--- config.mk ---
export PLATFORM = sky130hd
export DESIGN_NAME = lcd_layer_sched
export DESIGN_NICKNAME = d
export VERILOG_FILES = /design/src/rtl/lcd_pkg.sv /design/src/rtl/lcd_win_decode.sv /design/src/rtl/lcd_layer_sched.sv
export SDC_FILE = /design/constraint.sdc
export NUM_CORES = 1
export LEC_CHECK = 0
export BUFFER_PORTS_ARGS = -buffer_cell sky130_fd_sc_hd__buf_4
export CAP_MARGIN = 20
export CORE_MARGIN = 8
export CORE_UTILIZATION = 40
export DETAILED_ROUTE_END_ITERATION = 10
export HOLD_SLACK_MARGIN = 0.06
export SYNTH_ARGS = -nofsm -noshare
export SYNTH_HDL_FRONTEND = slang
export SYNTH_SLANG_ARGS = --single-unit
--- constraint.sdc ---
create_clock -name lcd_pclk -period 4.5 [get_ports lcd_pclk]
set_input_delay 0.45 -clock lcd_pclk [delete_from_list [all_inputs] [get_ports lcd_pclk]]
set_output_delay 0.45 -clock lcd_pclk [all_outputs]
set_load 0.005 [all_outputs]
--- src/rtl/lcd_pkg.sv ---
// Shared constants and types for the LCD layer scheduler: colours, layer tags,
// coordinate/address widths and the config FSM encoding.
package lcd_pkg;

   localparam int COORD_W = 11;
   localparam int ROM_AW  = 14;

   localparam logic [15:0] LCD_BACK_COLOR   = 16'hE7FF;
   localparam logic [15:0] LCD_CHAR_COLOR   = 16'hF800;
   localparam logic [15:0] LCD_BORDER_COLOR = 16'h001F;

   // SEL_BRD uses the spare code of the 2-bit layer select
   typedef enum logic [1:0] {
      SEL_NONE = 2'd0,
      SEL_PIC  = 2'd1,
      SEL_CHR  = 2'd2,
      SEL_BRD  = 2'd3
   } sel_e;

   typedef struct packed {
      sel_e       sel;
      logic [3:0] bit_idx;
   } tag_t;

   localparam tag_t TAG_NONE = '{sel: SEL_NONE, bit_idx: 4'd0};

   typedef enum logic {
      CFG_IDLE = 1'b0,
      CFG_PEND = 1'b1
   } cfg_state_e;

endpackage

--- src/rtl/lcd_win_decode.sv ---
// Window hit test for one layer: half-open [org, org+size) in both axes,
// evaluated at COORD_W+1 bits so origin+size never wraps.
module lcd_win_decode
   import lcd_pkg::*;
#(
   parameter int WIN_W = 100,
   parameter int WIN_H = 100
) (
   input  logic [COORD_W-1:0] org_x_i,
   input  logic [COORD_W-1:0] org_y_i,
   input  logic [COORD_W-1:0] x_i,
   input  logic [COORD_W-1:0] y_i,
   output logic               hit_o,
   output logic               below_o,
   output logic [COORD_W-1:0] rel_x_o,
   output logic [COORD_W-1:0] rel_y_o
);

   typedef logic [COORD_W:0] coord_ext_t;

   coord_ext_t x_s;
   coord_ext_t y_s;
   coord_ext_t ox_s;
   coord_ext_t oy_s;
   coord_ext_t x_end_s;
   coord_ext_t y_end_s;

   assign x_s     = {1'b0, x_i};
   assign y_s     = {1'b0, y_i};
   assign ox_s    = {1'b0, org_x_i};
   assign oy_s    = {1'b0, org_y_i};
   assign x_end_s = ox_s + coord_ext_t'(WIN_W);
   assign y_end_s = oy_s + coord_ext_t'(WIN_H);

   assign hit_o   = (x_s >= ox_s) && (x_s < x_end_s) && (y_s >= oy_s) && (y_s < y_end_s);
   assign below_o = (y_s >= y_end_s);
   assign rel_x_o = x_i - org_x_i;
   assign rel_y_o = y_i - org_y_i;

endmodule

--- src/rtl/lcd_layer_sched.sv ---
// Picture/character layer scheduler on a shared single-port pixel ROM.
// Optional 1-px window border: define LCD_LAYER_BORDER_EN.
module lcd_layer_sched
   import lcd_pkg::*;
#(
   parameter int          PIC_W      = 100,
   parameter int          PIC_H      = 100,
   parameter int          CHR_W      = 128,
   parameter int          CHR_H      = 32,
   parameter int          CHR_BASE   = 10000,
   parameter int          ROM_LAT    = 1,
   parameter logic [15:0] BACK_COLOR = LCD_BACK_COLOR,
   parameter logic [15:0] CHAR_COLOR = LCD_CHAR_COLOR,
   parameter int          PIC_X0     = 1,
   parameter int          PIC_Y0     = 1,
   parameter int          CHR_X0     = 1,
   parameter int          CHR_Y0     = 110
) (
   input  logic               lcd_pclk,
   input  logic               rst_n,
   input  logic               frame_start,
   input  logic [COORD_W-1:0] pixel_xpos,
   input  logic [COORD_W-1:0] pixel_ypos,
   input  logic               cfg_valid,
   output logic               cfg_ready,
   input  logic               cfg_sel,
   input  logic [COORD_W-1:0] cfg_x,
   input  logic [COORD_W-1:0] cfg_y,
   output logic               cfg_pending,
   output logic [ROM_AW-1:0]  rom_addr,
   output logic               rom_rden,
   input  logic [15:0]        rom_q,
   output logic [15:0]        pixel_data
);

   localparam int CHR_WORDS = CHR_W / 16;

   cfg_state_e         state_q, state_d;
   logic               latch_s, commit_s;
   logic               cfg_ready_q, cfg_pending_q;
   logic [COORD_W-1:0] pic_x_q, pic_y_q, chr_x_q, chr_y_q;
   logic [COORD_W-1:0] shd_pic_x_q, shd_pic_y_q, shd_chr_x_q, shd_chr_y_q;

   logic               pic_hit_s, pic_below_s, chr_hit_s, chr_below_s;
   logic [COORD_W-1:0] pic_rel_x_s, pic_rel_y_s, chr_rel_x_s, chr_rel_y_s;
   logic [ROM_AW-1:0]  chr_row_s, chr_addr_s;
   logic [ROM_AW-1:0]  pic_cnt_q, pic_cnt_d;
   logic [ROM_AW-1:0]  rom_addr_q, rom_addr_d;
   logic               rom_rden_q, rom_rden_d;
   sel_e               pic_sel_s, chr_sel_s;
   tag_t               tag_s, tag_out_s;
   tag_t               tag_pipe_q [0:ROM_LAT];
   logic [15:0]        pixel_q, pixel_d;
   logic               unused_s;

   // Config FSM next state: accept into a shadow in IDLE, commit on frame_start in PEND
   always_comb begin
      state_d  = state_q;
      latch_s  = 1'b0;
      commit_s = 1'b0;
      case (state_q)
         CFG_IDLE: begin
            if (cfg_valid) begin
               latch_s = 1'b1;
               state_d = CFG_PEND;
            end else begin
               state_d = CFG_IDLE;
            end
         end
         CFG_PEND: begin
            if (frame_start) begin
               commit_s = 1'b1;
               state_d  = CFG_IDLE;
            end else begin
               state_d = CFG_PEND;
            end
         end
         default: state_d = CFG_IDLE;
      endcase
   end

   // Config FSM state and its registered handshake outputs
   always_ff @(posedge lcd_pclk or negedge rst_n) begin
      if (!rst_n) begin
         state_q       <= CFG_IDLE;
         cfg_ready_q   <= 1'b1;
         cfg_pending_q <= 1'b0;
      end else begin
         state_q       <= state_d;
         cfg_ready_q   <= (state_d == CFG_IDLE);
         cfg_pending_q <= (state_d == CFG_PEND);
      end
   end

   // Shadow and active origins; active ones only move at frame_start
   always_ff @(posedge lcd_pclk or negedge rst_n) begin
      if (!rst_n) begin
         shd_pic_x_q <= COORD_W'(PIC_X0);
         shd_pic_y_q <= COORD_W'(PIC_Y0);
         shd_chr_x_q <= COORD_W'(CHR_X0);
         shd_chr_y_q <= COORD_W'(CHR_Y0);
         pic_x_q     <= COORD_W'(PIC_X0);
         pic_y_q     <= COORD_W'(PIC_Y0);
         chr_x_q     <= COORD_W'(CHR_X0);
         chr_y_q     <= COORD_W'(CHR_Y0);
      end else begin
         if (latch_s && !cfg_sel) begin
            shd_pic_x_q <= cfg_x;
            shd_pic_y_q <= cfg_y;
         end
         if (latch_s && cfg_sel) begin
            shd_chr_x_q <= cfg_x;
            shd_chr_y_q <= cfg_y;
         end
         if (commit_s) begin
            pic_x_q <= shd_pic_x_q;
            pic_y_q <= shd_pic_y_q;
            chr_x_q <= shd_chr_x_q;
            chr_y_q <= shd_chr_y_q;
         end
      end
   end

   lcd_win_decode #(.WIN_W(PIC_W), .WIN_H(PIC_H)) u_pic_dec (
      .org_x_i (pic_x_q),
      .org_y_i (pic_y_q),
      .x_i     (pixel_xpos),
      .y_i     (pixel_ypos),
      .hit_o   (pic_hit_s),
      .below_o (pic_below_s),
      .rel_x_o (pic_rel_x_s),
      .rel_y_o (pic_rel_y_s)
   );

   lcd_win_decode #(.WIN_W(CHR_W), .WIN_H(CHR_H)) u_chr_dec (
      .org_x_i (chr_x_q),
      .org_y_i (chr_y_q),
      .x_i     (pixel_xpos),
      .y_i     (pixel_ypos),
      .hit_o   (chr_hit_s),
      .below_o (chr_below_s),
      .rel_x_o (chr_rel_x_s),
      .rel_y_o (chr_rel_y_s)
   );

   // Constant multiplier: reduces to shift/add, CHR_WORDS is a power of two by default
   assign chr_row_s  = ROM_AW'(chr_rel_y_s) * ROM_AW'(CHR_WORDS);
   assign chr_addr_s = ROM_AW'(CHR_BASE) + chr_row_s + ROM_AW'(chr_rel_x_s[COORD_W-1:4]);

`ifdef LCD_LAYER_BORDER_EN
   assign pic_sel_s = ((pic_rel_x_s == '0) || (pic_rel_x_s == COORD_W'(PIC_W - 1)) ||
                       (pic_rel_y_s == '0) || (pic_rel_y_s == COORD_W'(PIC_H - 1))) ? SEL_BRD : SEL_PIC;
   assign chr_sel_s = ((chr_rel_x_s == '0) || (chr_rel_x_s == COORD_W'(CHR_W - 1)) ||
                       (chr_rel_y_s == '0) || (chr_rel_y_s == COORD_W'(CHR_H - 1))) ? SEL_BRD : SEL_CHR;
   assign unused_s  = chr_below_s;
`else
   assign pic_sel_s = SEL_PIC;
   assign chr_sel_s = SEL_CHR;
   assign unused_s  = ^{chr_below_s, pic_rel_x_s, pic_rel_y_s};
`endif

   // Stage 0 arbitration: picture wins the ROM port where windows overlap
   always_comb begin
      rom_addr_d    = rom_addr_q;
      rom_rden_d    = 1'b0;
      tag_s         = TAG_NONE;
      if (pic_hit_s) begin
         rom_addr_d = pic_cnt_q;
         rom_rden_d = 1'b1;
         tag_s.sel  = pic_sel_s;
      end else if (chr_hit_s) begin
         rom_addr_d    = chr_addr_s;
         rom_rden_d    = 1'b1;
         tag_s.sel     = chr_sel_s;
         tag_s.bit_idx = ~chr_rel_x_s[3:0];
      end else begin
         rom_addr_d = rom_addr_q;
      end
   end

   // Picture word counter: raster order within the window, restarts each frame
   always_comb begin
      pic_cnt_d = pic_cnt_q;
      if (frame_start) begin
         pic_cnt_d = '0;
      end else if (pic_below_s) begin
         pic_cnt_d = '0;
      end else if (pic_hit_s) begin
         pic_cnt_d = pic_cnt_q + ROM_AW'(1);
      end else begin
         pic_cnt_d = pic_cnt_q;
      end
   end

   // Stage 1 registers: ROM request and picture counter
   always_ff @(posedge lcd_pclk or negedge rst_n) begin
      if (!rst_n) begin
         rom_addr_q <= '0;
         rom_rden_q <= 1'b0;
         pic_cnt_q  <= '0;
      end else begin
         rom_addr_q <= rom_addr_d;
         rom_rden_q <= rom_rden_d;
         pic_cnt_q  <= pic_cnt_d;
      end
   end

   // Tag delay line keeps the layer decision aligned with rom_q
   always_ff @(posedge lcd_pclk or negedge rst_n) begin
      if (!rst_n) begin
         for (int i = 0; i <= ROM_LAT; i++) begin
            tag_pipe_q[i] <= TAG_NONE;
         end
      end else begin
         tag_pipe_q[0] <= tag_s;
         for (int i = 1; i <= ROM_LAT; i++) begin
            tag_pipe_q[i] <= tag_pipe_q[i-1];
         end
      end
   end

   assign tag_out_s = tag_pipe_q[ROM_LAT];

   // Final colour select from the aligned tag and ROM word
   always_comb begin
      pixel_d = BACK_COLOR;
      case (tag_out_s.sel)
         SEL_PIC: pixel_d = rom_q;
         SEL_CHR: pixel_d = rom_q[tag_out_s.bit_idx] ? CHAR_COLOR : BACK_COLOR;
         SEL_BRD: pixel_d = LCD_BORDER_COLOR;
         default: pixel_d = BACK_COLOR;
      endcase
   end

   // Registered pixel output
   always_ff @(posedge lcd_pclk or negedge rst_n) begin
      if (!rst_n) begin
         pixel_q <= BACK_COLOR;
      end else begin
         pixel_q <= pixel_d;
      end
   end

   assign cfg_ready   = cfg_ready_q;
   assign cfg_pending = cfg_pending_q;
   assign rom_addr    = rom_addr_q;
   assign rom_rden    = rom_rden_q;
   assign pixel_data  = pixel_q;

endmodule

==> qor.yml, run 1 <==
min_path_type: "in2async"
layout-drive-gt1-share: 0.311
drv_slew: 0
gp_congestion: 0.849
num_io_pins: 98
yosys_register_bits: 147
seqPwrFrac: 0.277
cts_max_level: 4
clockPowerShare: 0.192
root_buffer: "clkbuf_16"
drv_cap: 0
nNetsFinal: 1093
synthCells: 818
crit_path_end_kind: "flop"
die-area_mm2: 0.0271
wirelength_um: 19400
post_drt_wl_per_cell_um: 15.8
cts_tree: "done"
synth_area_mm2: 0.00884
crit_type: "reg2reg"
pwr_density_cell_mw_per_mm2: 714
tightest_slew_ns: 0.777
start_kind: "flop"
grt_usage: 0.149
combPwrFrac: 0.531
grt_overflow: 0
cp.arrival_ns: 4.62
switching_share: 0.398
die_y_um: 165
power_leakage_nw: 4.90
antennaDiodeCount: 0
dp_slack_ns: -0.0426
grt_pass1_wl_um: 32200
syn_to_final_growth_pct: 20.5
yosys.area.top_type: "dfrtp_1"
yosysTopAreaCellShare: 0.328
drtPass1Iterations: 4
hold_viol_final: 0
switching_power_mw: 3.03
yosys-top-cells-area: "dfrtp_1, ha_1, mux2_2"
synth_ff_type: "dfrtp_1"
die_w_um: 165
synth-edff-count: 0
period_share: 0.948
clk_pin_slew_ns: 0.07
vdd_drop_max_mv: 0.323
numClockSinks: 147
worst_slack_ns: 0.232
fin_worst_skew_ns: 0.0137
initial_utilization: 0.406
rows: 54
most-common-layout-cells: "dfrtp_1, buf_4, ha_1, mux2_2, inv_1"
setup_viol: 0
yosysSeqAreaShare: 0.420
synth_cell_types: 61
coreArea_mm2: 0.0218
viasPerCell: 5.12
clockBufferDepth: 2
final_common_cell: "dfrtp_1"
postRouteAntennaNets: 0
cts_made_buffers: 17
async_reset_ff_frac: 1.00
stdcell_count: 1229
syn_nets: 975
yosysWarnings: 0
numPortBuffers: 97
layout_min_cycle_time_ns: 4.27
dpl.hpwl_um: 15000
grt_pass1_vias: 6360
fill_cells: 2051
internal-power_mw: 4.58
path_max_fanout: 2
drtIter0Drc: 275
slew_headroom: 0.482
critical_path_required_ns: 4.85
max_clock_freq_mhz: 234
clk_latency_ns: 0.43
dp.cells: 1194
antenna_found_initial: 0
grt_max_degree: 87
status: "completed"
synth.avg_cell_area_um2: 10.8
drc_errors: 0
vias: 6292
-- through the flow --
| step | util | TNS [ns] | hold WS [ns] | power [mW] | area (um^2) |
|---|---|---|---|---|---|
| floorplan | - | 0 | 0.154 | 4.90 | 8840 |
| global placement | 0.458 | 0 | 0.333 | 6.02 | 9950 |
| detailed placement | 0.459 | -0.0522 | 0.336 | 6.11 | 9980 |
| CTS | 0.487 | 0 | 0.0997 | 7.61 | 10600 |
| global route | 0.490 | -0.0420 | 0.144 | 8.26 | 10700 |
| finish | 0.490 | 0 | 0.0819 | 7.61 | 10700 |
-- cell families (layout without fill, tap and decap cells) --
logic type / count (synthesis) / after routing / share of synthesized area
fa+ha+maj: 92 / 92 / 0.133
compound gates: 167 / 167 / 0.123
xor+xnor: 41 / 41 / 0.0406
simple gates: 159 / 159 / 0.0944
mux: 109 / 109 / 0.143
flops: 147 / 147 / 0.420
buf+inv: 103 / 234 / 0.0461
-- flip-flops by register name, summed over array words and instances, names as in the netlist --
register,count
pic_x_q,11
shd_chr_x_q,11
tag_out_s,6
cfg_ready,1
pic_y_q,11
chr_y_q,11
shd_pic_y_q,11
rom_addr,14
pixel_data,16
rom_rden,1
tag_pipe_q,6
cfg_pending,1
chr_x_q,11
shd_chr_y_q,11
shd_pic_x_q,11
pic_cnt_q,14
-- metal layers --
| metal | global-route usage | share of wire |
|---|---|---|
| met5 | 0 | 0 |
| met4 | 0.0393 | 0.0079 |
| met3 | 0.0349 | 0.040 |
| met2 | 0.239 | 0.47 |
| met1 | 0.199 | 0.49 |
-- power groups by stage --
stage | clock network [mW] | logic, mW | registers, mW
6_report | 1.46 | 4.04 | 2.11
5_1_grt | 1.56 | 4.53 | 2.18
4_1_cts | 1.50 | 4.00 | 2.11
3_5_place_dp | 0 | 3.97 | 2.14
3_3_place_gp | 0 | 3.90 | 2.12
2_1_floorplan | 0 | 2.87 | 2.04
-- critical path: stages (launching register included) --
cell and delay [ns]:
dfstp_2 0.53, ha_1 0.16, inv_1 0.05, fa_1 0.39, a211oi_2 0.30, o21ai_1 0.13, a31o_2 0.29, a21oi_2 0.17
xnor2_1 0.08, ha_1 0.28, inv_1 0.04, ha_1 0.22, fa_2 0.35, a21o_1 0.18, a21o_1 0.20, a21oi_2 0.15
o21ai_0 0.12, or3_1 0.31, nand2_1 0.07, mux2i_1 0.06, o21ai_1 0.12
-- cell usage after synthesis, types with 4 or more instances --
master / instances
a2111oi_0: 4
a211oi_1: 10
a21o_1: 12
a21oi_1: 41
a311oi_1: 7
a31oi_1: 7
and3_1: 10
clkbuf_1: 8
dfrtp_1: 116
dfstp_2: 31
ha_1: 89
inv_1: 87
mux2_2: 88
mux2i_1: 16
mux4_2: 5
nand2_1: 40
nand2b_1: 13
nand3_1: 18
nand4_1: 8
nor2_1: 28
nor2b_1: 9
nor3_1: 11
o21a_1: 13
o21ai_0: 47
or2_2: 5
xnor2_1: 35
xor2_1: 6
-- worst paths after layout --
kind,endpoint,slack (ns),cells past startpoint,start
setup / recovery,rom_addr[12]$_DFFE_PN0P_,0.23,20,chr_x_q[0]$_DFFE_PN1P_
hold / removal,shd_chr_x_q[1]$_DFFE_PN0P_,0.08,1,rst_n
setup reg to reg,rom_addr[12]$_DFFE_PN0P_,0.23,20,chr_x_q[0]$_DFFE_PN1P_
hold reg to reg,tag_out_s[5]$_DFF_PN0_,0.35,0,tag_pipe_q[11]$_DFF_PN0_
max in group asynchronous,chr_y_q[1]$_DFFE_PN1P_,3.39,2,rst_n
min in group lcd_pclk,pixel_data[5]$_DFF_PN1_,0.24,3,rom_q[5]
-- area by class of cell --
cell class              count  area (um^2)  share of cell area
multi-input cells         568         4740               0.445
flip-flops and latches    147         3720               0.349
repair buffers            115          915              0.0858
clock buffers              18          450              0.0423
well taps                 280          350              0.0329
inverters                  87          327              0.0306
clock inverters            14          156              0.0147
-- timing repair --
item | CTS | global route
gates resized for setup | 0 | 7
setup buffers | 0 | 1
hold endpoints to repair | 0 | 0
endpoints found under the setup margin | 0 | 3
hold buffers | 0 | 0
No activity file was read; power rests on OpenSTA's default activity.
==> inputs of run 2 (changes only) <==
- PLACE_DENSITY: not set -> 0.56
==> run 2 against run 1 <==
Compared with the run above:
- clock power decreased by 5%
- cell count about the same
- non-clock buffer count increased by 1
- routed wire length increased by 0.47%
- sequential cell count unchanged
- cell area decreased by 0.28%
- worst hold slack improved by 0.16 ns
- critical path depth unchanged
- critical path type unchanged
- critical endpoint unchanged
- largest power group unchanged
==> qor.yml, run 2 (synthesis gave the netlist of run 1 again) <==
clk_pin_slew_ns: 0.07
hold_start: "rom_q[5]"
grt_usage: 0.149
path_buf_inv: 2
gp_congestion: 0.795
numPortBuffers: 97
wirelength_um: 19500
switching_power_mw: 2.97
die_y_um: 165
numClockSinks: 147
r2r_cells: 20
clockBufferDepth: 2
cts_max_level: 4
hold-path-cell-count: 3
period_share: 0.920
hold_viol_final: 0
drv_cap: 0
cp.arrival_ns: 4.48
setup_viol: 0
slew_headroom: 0.585
path_max_fanout: 2
cts_tree: "done"
grt_max_degree: 60
cpMaxStageDelayCell: "dfstp_2"
root_buffer: "clkbuf_16"
dp_slack_ns: -0.0393
fin_setup_tns_ns: 0
critical_path_required_ns: 4.84
syn_to_final_growth_pct: 20.2
vias: 6246
reg2reg_from: "chr_x_q[0]$_DFFE_PN1P_"
dpl.hpwl_um: 15100
max_clock_freq_mhz: 242
min_path_type: "in2reg"
antenna_found_initial: 0
drv_slew: 0
rsz0062_at_grt: "false"
drtIter0Drc: 279
die-area_mm2: 0.0271
vdd_drop_max_mv: 0.331
cp.depth: 20
fin_worst_skew_ns: 0.0124
power_leakage_nw: 4.87
tightest_slew_ns: 0.621
switching_share: 0.394
coreArea_mm2: 0.0218
seqPwrFrac: 0.281
critPathTopFamily: "compound AO/OA/AOI/OAI gates"
crit_type: "reg2reg"
nNetsFinal: 1094
clockPowerShare: 0.185
die_w_um: 165
path_cells: "ha_1 -> inv_1 -> fa_2 -> a211oi_2 -> o21ai_1 -> a31o_2 -> a21oi_2 -> xnor2_1 -> ha_1 -> inv_1 -> ha_1 -> fa_2 -> a21o_1 -> a21o_1 -> a21oi_2 -> o21ai_1 -> or3_1 -> nand2_1 -> mux2i_1 -> o21ai_1"
pwr_density_cell_mw_per_mm2: 708
combPwrFrac: 0.534
drc_errors: 0
postRouteAntennaNets: 0
num_io_pins: 98
largest_reg_flops: 16
status: "completed"
start_kind: "flop"
layout_min_cycle_time_ns: 4.14
slowest_delay_ns: 0.53
place_area_mm2: 0.00996
viasPerCell: 5.08
post_drt_wl_per_cell_um: 15.9
internal-power_mw: 4.56
final_common_cell: "dfrtp_1"
grt_pass1_wl_um: 32300
final_area_mm2: 0.0106
setup.worst_path.start: "chr_x_q[0]$_DFFE_PN1P_"
crit_path_end_kind: "flop"
grt_overflow: 0
clk_latency_ns: 0.42
initial_utilization: 0.406
rows: 54
antennaDiodeCount: 0
grt_pass1_vias: 6326
worst_slack_ns: 0.361
drtPass1Iterations: 4
most-common-layout-cells: "dfrtp_1, buf_4, ha_1, mux2_2, inv_1"
layout-drive-gt1-share: 0.311
cts_made_buffers: 17
[run 2: changes by cell type in the layout (fill, tap and decap cells not counted), sizes merged]
cell         change
inv              -5
clkbuf           +3
bufinv           -1
dlygate4sd3      +1
clkinvlp         +3
[run 2: area by class of cell]
| cell class | instances | area, um^2 |
|---|---|---|
| clock inverter | 11 | 88.8 |
| inverter | 87 | 327 |
| sequential | 147 | 3720 |
| clock buffer | 21 | 493 |
| fill | 2007 | 11100 |
| timing repair buffer | 116 | 910 |
| tap | 280 | 350 |
| multi-input combinational | 568 | 4740 |
[run 2: routing by layer]
metal / global-route usage / vias to the layer above / wire (um)
met1: 0.202 / 3004 / 9550
met4: 0.0471 / 0 / 239
met2: 0.235 / 70 / 8940
met3: 0.0332 / 16 / 777
li1: - / 3156 / -
met5: 0 / - / 0
[run 2: power groups by stage]
stage | combinational, mW | sequential (mW) | clock (mW)
4_1_cts | 3.99 | 2.12 | 1.44
3_5_place_dp | 3.96 | 2.14 | 0
3_3_place_gp | 3.91 | 2.13 | 0
6_report | 4.02 | 2.12 | 1.39
2_1_floorplan | 2.87 | 2.04 | 0
5_1_grt | 4.52 | 2.18 | 1.49
[run 2: what timing repair did]
| item | 4_1_cts | 5_1_grt |
|---|---|---|
| hold buffers | 1 | 0 |
| gates resized for setup | 0 | 9 |
| setup buffers | 0 | 1 |
| hold endpoints to repair | 41 | 0 |
| setup endpoints to repair | 0 | 4 |
[run 2: final timing paths]
kind	to	slack [ns]
max in group asynchronous	chr_y_q[5]$_DFFE_PN1P_	2.94
min in group asynchronous	shd_chr_x_q[3]$_DFFE_PN0P_	0.56
min	pixel_data[5]$_DFF_PN1_	0.24
max	rom_addr[12]$_DFFE_PN0P_	0.36
max reg2reg	rom_addr[12]$_DFFE_PN0P_	0.36
min reg2reg	tag_out_s[2]$_DFF_PN0_	0.35
[run 2: worst register-to-register path, delay by kind of cell, from the launching register on]
| family | cells | cell delay [ns] |
|---|---|---|
| AO/OA/AOI/OAI | 9 | 1.57 |
| XOR/XNOR | 1 | 0.08 |
| adder cells (fa/ha/maj) | 5 | 1.34 |
| buffers and inverters | 2 | 0.09 |
| flip-flops | 1 | 0.53 |
| multiplexers | 1 | 0.06 |
| AND/OR/NAND/NOR | 2 | 0.37 |
[run 2: per-stage QoR]
| stage | cells | total power, mW | util | hold slack [ns] |
|---|---|---|---|---|
| after floorplan | 818 | 4.90 | - | 0.154 |
| after global placement | 1194 | 6.04 | 0.458 | 0.333 |
| after detailed placement | 1194 | 6.10 | 0.458 | 0.338 |
| after CTS | 1227 | 7.55 | 0.485 | 0.223 |
| after global routing | 1230 | 8.19 | 0.489 | 0.232 |
| final | 1230 | 7.53 | 0.489 | 0.241 |
==> inputs of run 3 (changes only) <==
- CORE_ASPECT_RATIO: not set -> 0.9
- SLEW_MARGIN: not set -> 40
==> run 3 against run 2 <==
Compared with the run above:
- global-route usage shrank 0.11 points
- first-iteration DRC count increased by 4.7%
- worst hold slack about the same
- sequential share of layout area barely moved
- largest power group unchanged
==> qor.yml, run 3 (synthesis gave the netlist of run 1 again) <==
cp.arrival_ns: 4.59
cts_tree: "done"
cts_max_level: 4
wirelength_um: 19500
initial_utilization: 0.408
final_area_mm2: 0.0106
stdcell_count: 1240
drc_errors: 0
final_common_cell: "dfrtp_1"
clk_pin_slew_ns: 0.07
layout-drive-gt1-share: 0.307
viasPerCell: 5.03
die_y_um: 157
place_area_mm2: 0.00998
largest_reg_flops: 16
antenna_found_initial: 1
hold_start: "rom_q[5]"
status: "completed"
syn_to_final_growth_pct: 20.1
min_path_type: "in2reg"
coreArea_mm2: 0.0217
most-common-layout-cells: "dfrtp_1, buf_4, ha_1, mux2_2, inv_1"
setup_viol: 0
power_leakage_nw: 4.87
cts_made_buffers: 17
rows: 51
period_share: 0.942
reg2reg_from: "chr_x_q[0]$_DFFE_PN1P_"
layout_min_cycle_time_ns: 4.24
start_kind: "flop"
p_total_mw: 7.48
fin_worst_skew_ns: 0.0103
drv_slew: 0
worst_slack_ns: 0.262
dp_slack_ns: -0.0168
vdd_drop_max_mv: 0.328
vias: 6241
final_util: 0.490
num_io_pins: 98
antennaDiodeCount: 0
tightest_slew_ns: 0.617
critical_path_required_ns: 4.85
crit_path_end_kind: "flop"
max_clock_freq_mhz: 236
pwr_density_cell_mw_per_mm2: 704
grt_max_degree: 105
fin_setup_tns_ns: 0
nNetsFinal: 1093
die_w_um: 173
drtIter0Drc: 292
drv_cap: 0
drtPass1Iterations: 5
slew_headroom: 0.588
numClockSinks: 147
timing.hold.ws_ns: 0.241
numPortBuffers: 97
clk_latency_ns: 0.43
path_max_fanout: 2
postRouteAntennaNets: 0
gp_congestion: 0.842
hold_viol_final: 0
die-area_mm2: 0.0271
grt_overflow: 0
root_buffer: "clkbuf_16"
grt_usage: 0.148
crit_type: "reg2reg"
clockBufferDepth: 2
dpl.hpwl_um: 15100
dp.cells: 1205
grt_pass1_wl_um: 32500
grt_pass1_vias: 6288
setup.worst_path.start: "chr_x_q[0]$_DFFE_PN1P_"
post_drt_wl_per_cell_um: 15.7
## run 3: layout make-up
cell class,instances,area (um^2)
repair buffers,115,893
inverters,87,327
flip-flops and latches,147,3720
fillers,1997,11100
well taps,291,364
multi-input cells,568,4750
clock buffers,20,457
clock inverters,12,121
## run 3: path summary, 6_finish.rpt
| check | end | slack (ns) | cells after the start |
|---|---|---|---|
| worst min-delay path | pixel_data[5]$_DFF_PN1_ | 0.24 | 3 |
| worst min register to register | tag_out_s[5]$_DFF_PN0_ | 0.34 | 0 |
| worst max-delay path | rom_addr[12]$_DFFE_PN0P_ | 0.26 | 20 |
| max in group asynchronous | cfg_ready$_DFF_PN1_ | 2.96 | 4 |
| worst max register to register | rom_addr[12]$_DFFE_PN0P_ | 0.26 | 20 |
| min in group asynchronous | tag_out_s[5]$_DFF_PN0_ | 0.53 | 2 |
## run 3: report_power, final
part	total (mW)	switching, mW	internal (mW)
Sequential	2.11	0.317	1.79
Combinational	3.97	2.03	1.94
Clock	1.39	0.590	0.801
## run 3: critical path, stage by stage, from the launching register on
cell	delay, ns
dfstp_2	0.53
ha_1	0.16
inv_1	0.06
fa_1	0.40
a211oi_2	0.27
o21ai_1	0.11
a31o_2	0.28
a21oi_2	0.17
xnor2_1	0.08
ha_1	0.27
inv_1	0.04
ha_1	0.21
fa_1	0.38
a21o_1	0.18
a21o_1	0.20
a21oi_2	0.15
o21ai_0	0.11
or3_1	0.30
nand2_1	0.07
mux2i_1	0.06
o21ai_1	0.11
## run 3: repair_timing
action,in CTS,in global routing
hold buffers,0,1
resized for setup,0,5
setup buffers,0,1
endpoints found under the setup margin,0,3
hold endpoints to repair,0,39
## run 3: routing by layer
metal,vias up,global-route usage,share of wire
met2,98,0.232,0.44
met5,-,0,0.00077
met1,2966,0.200,0.50
met3,18,0.0316,0.039
li1,3157,-,-
met4,2,0.0550,0.012
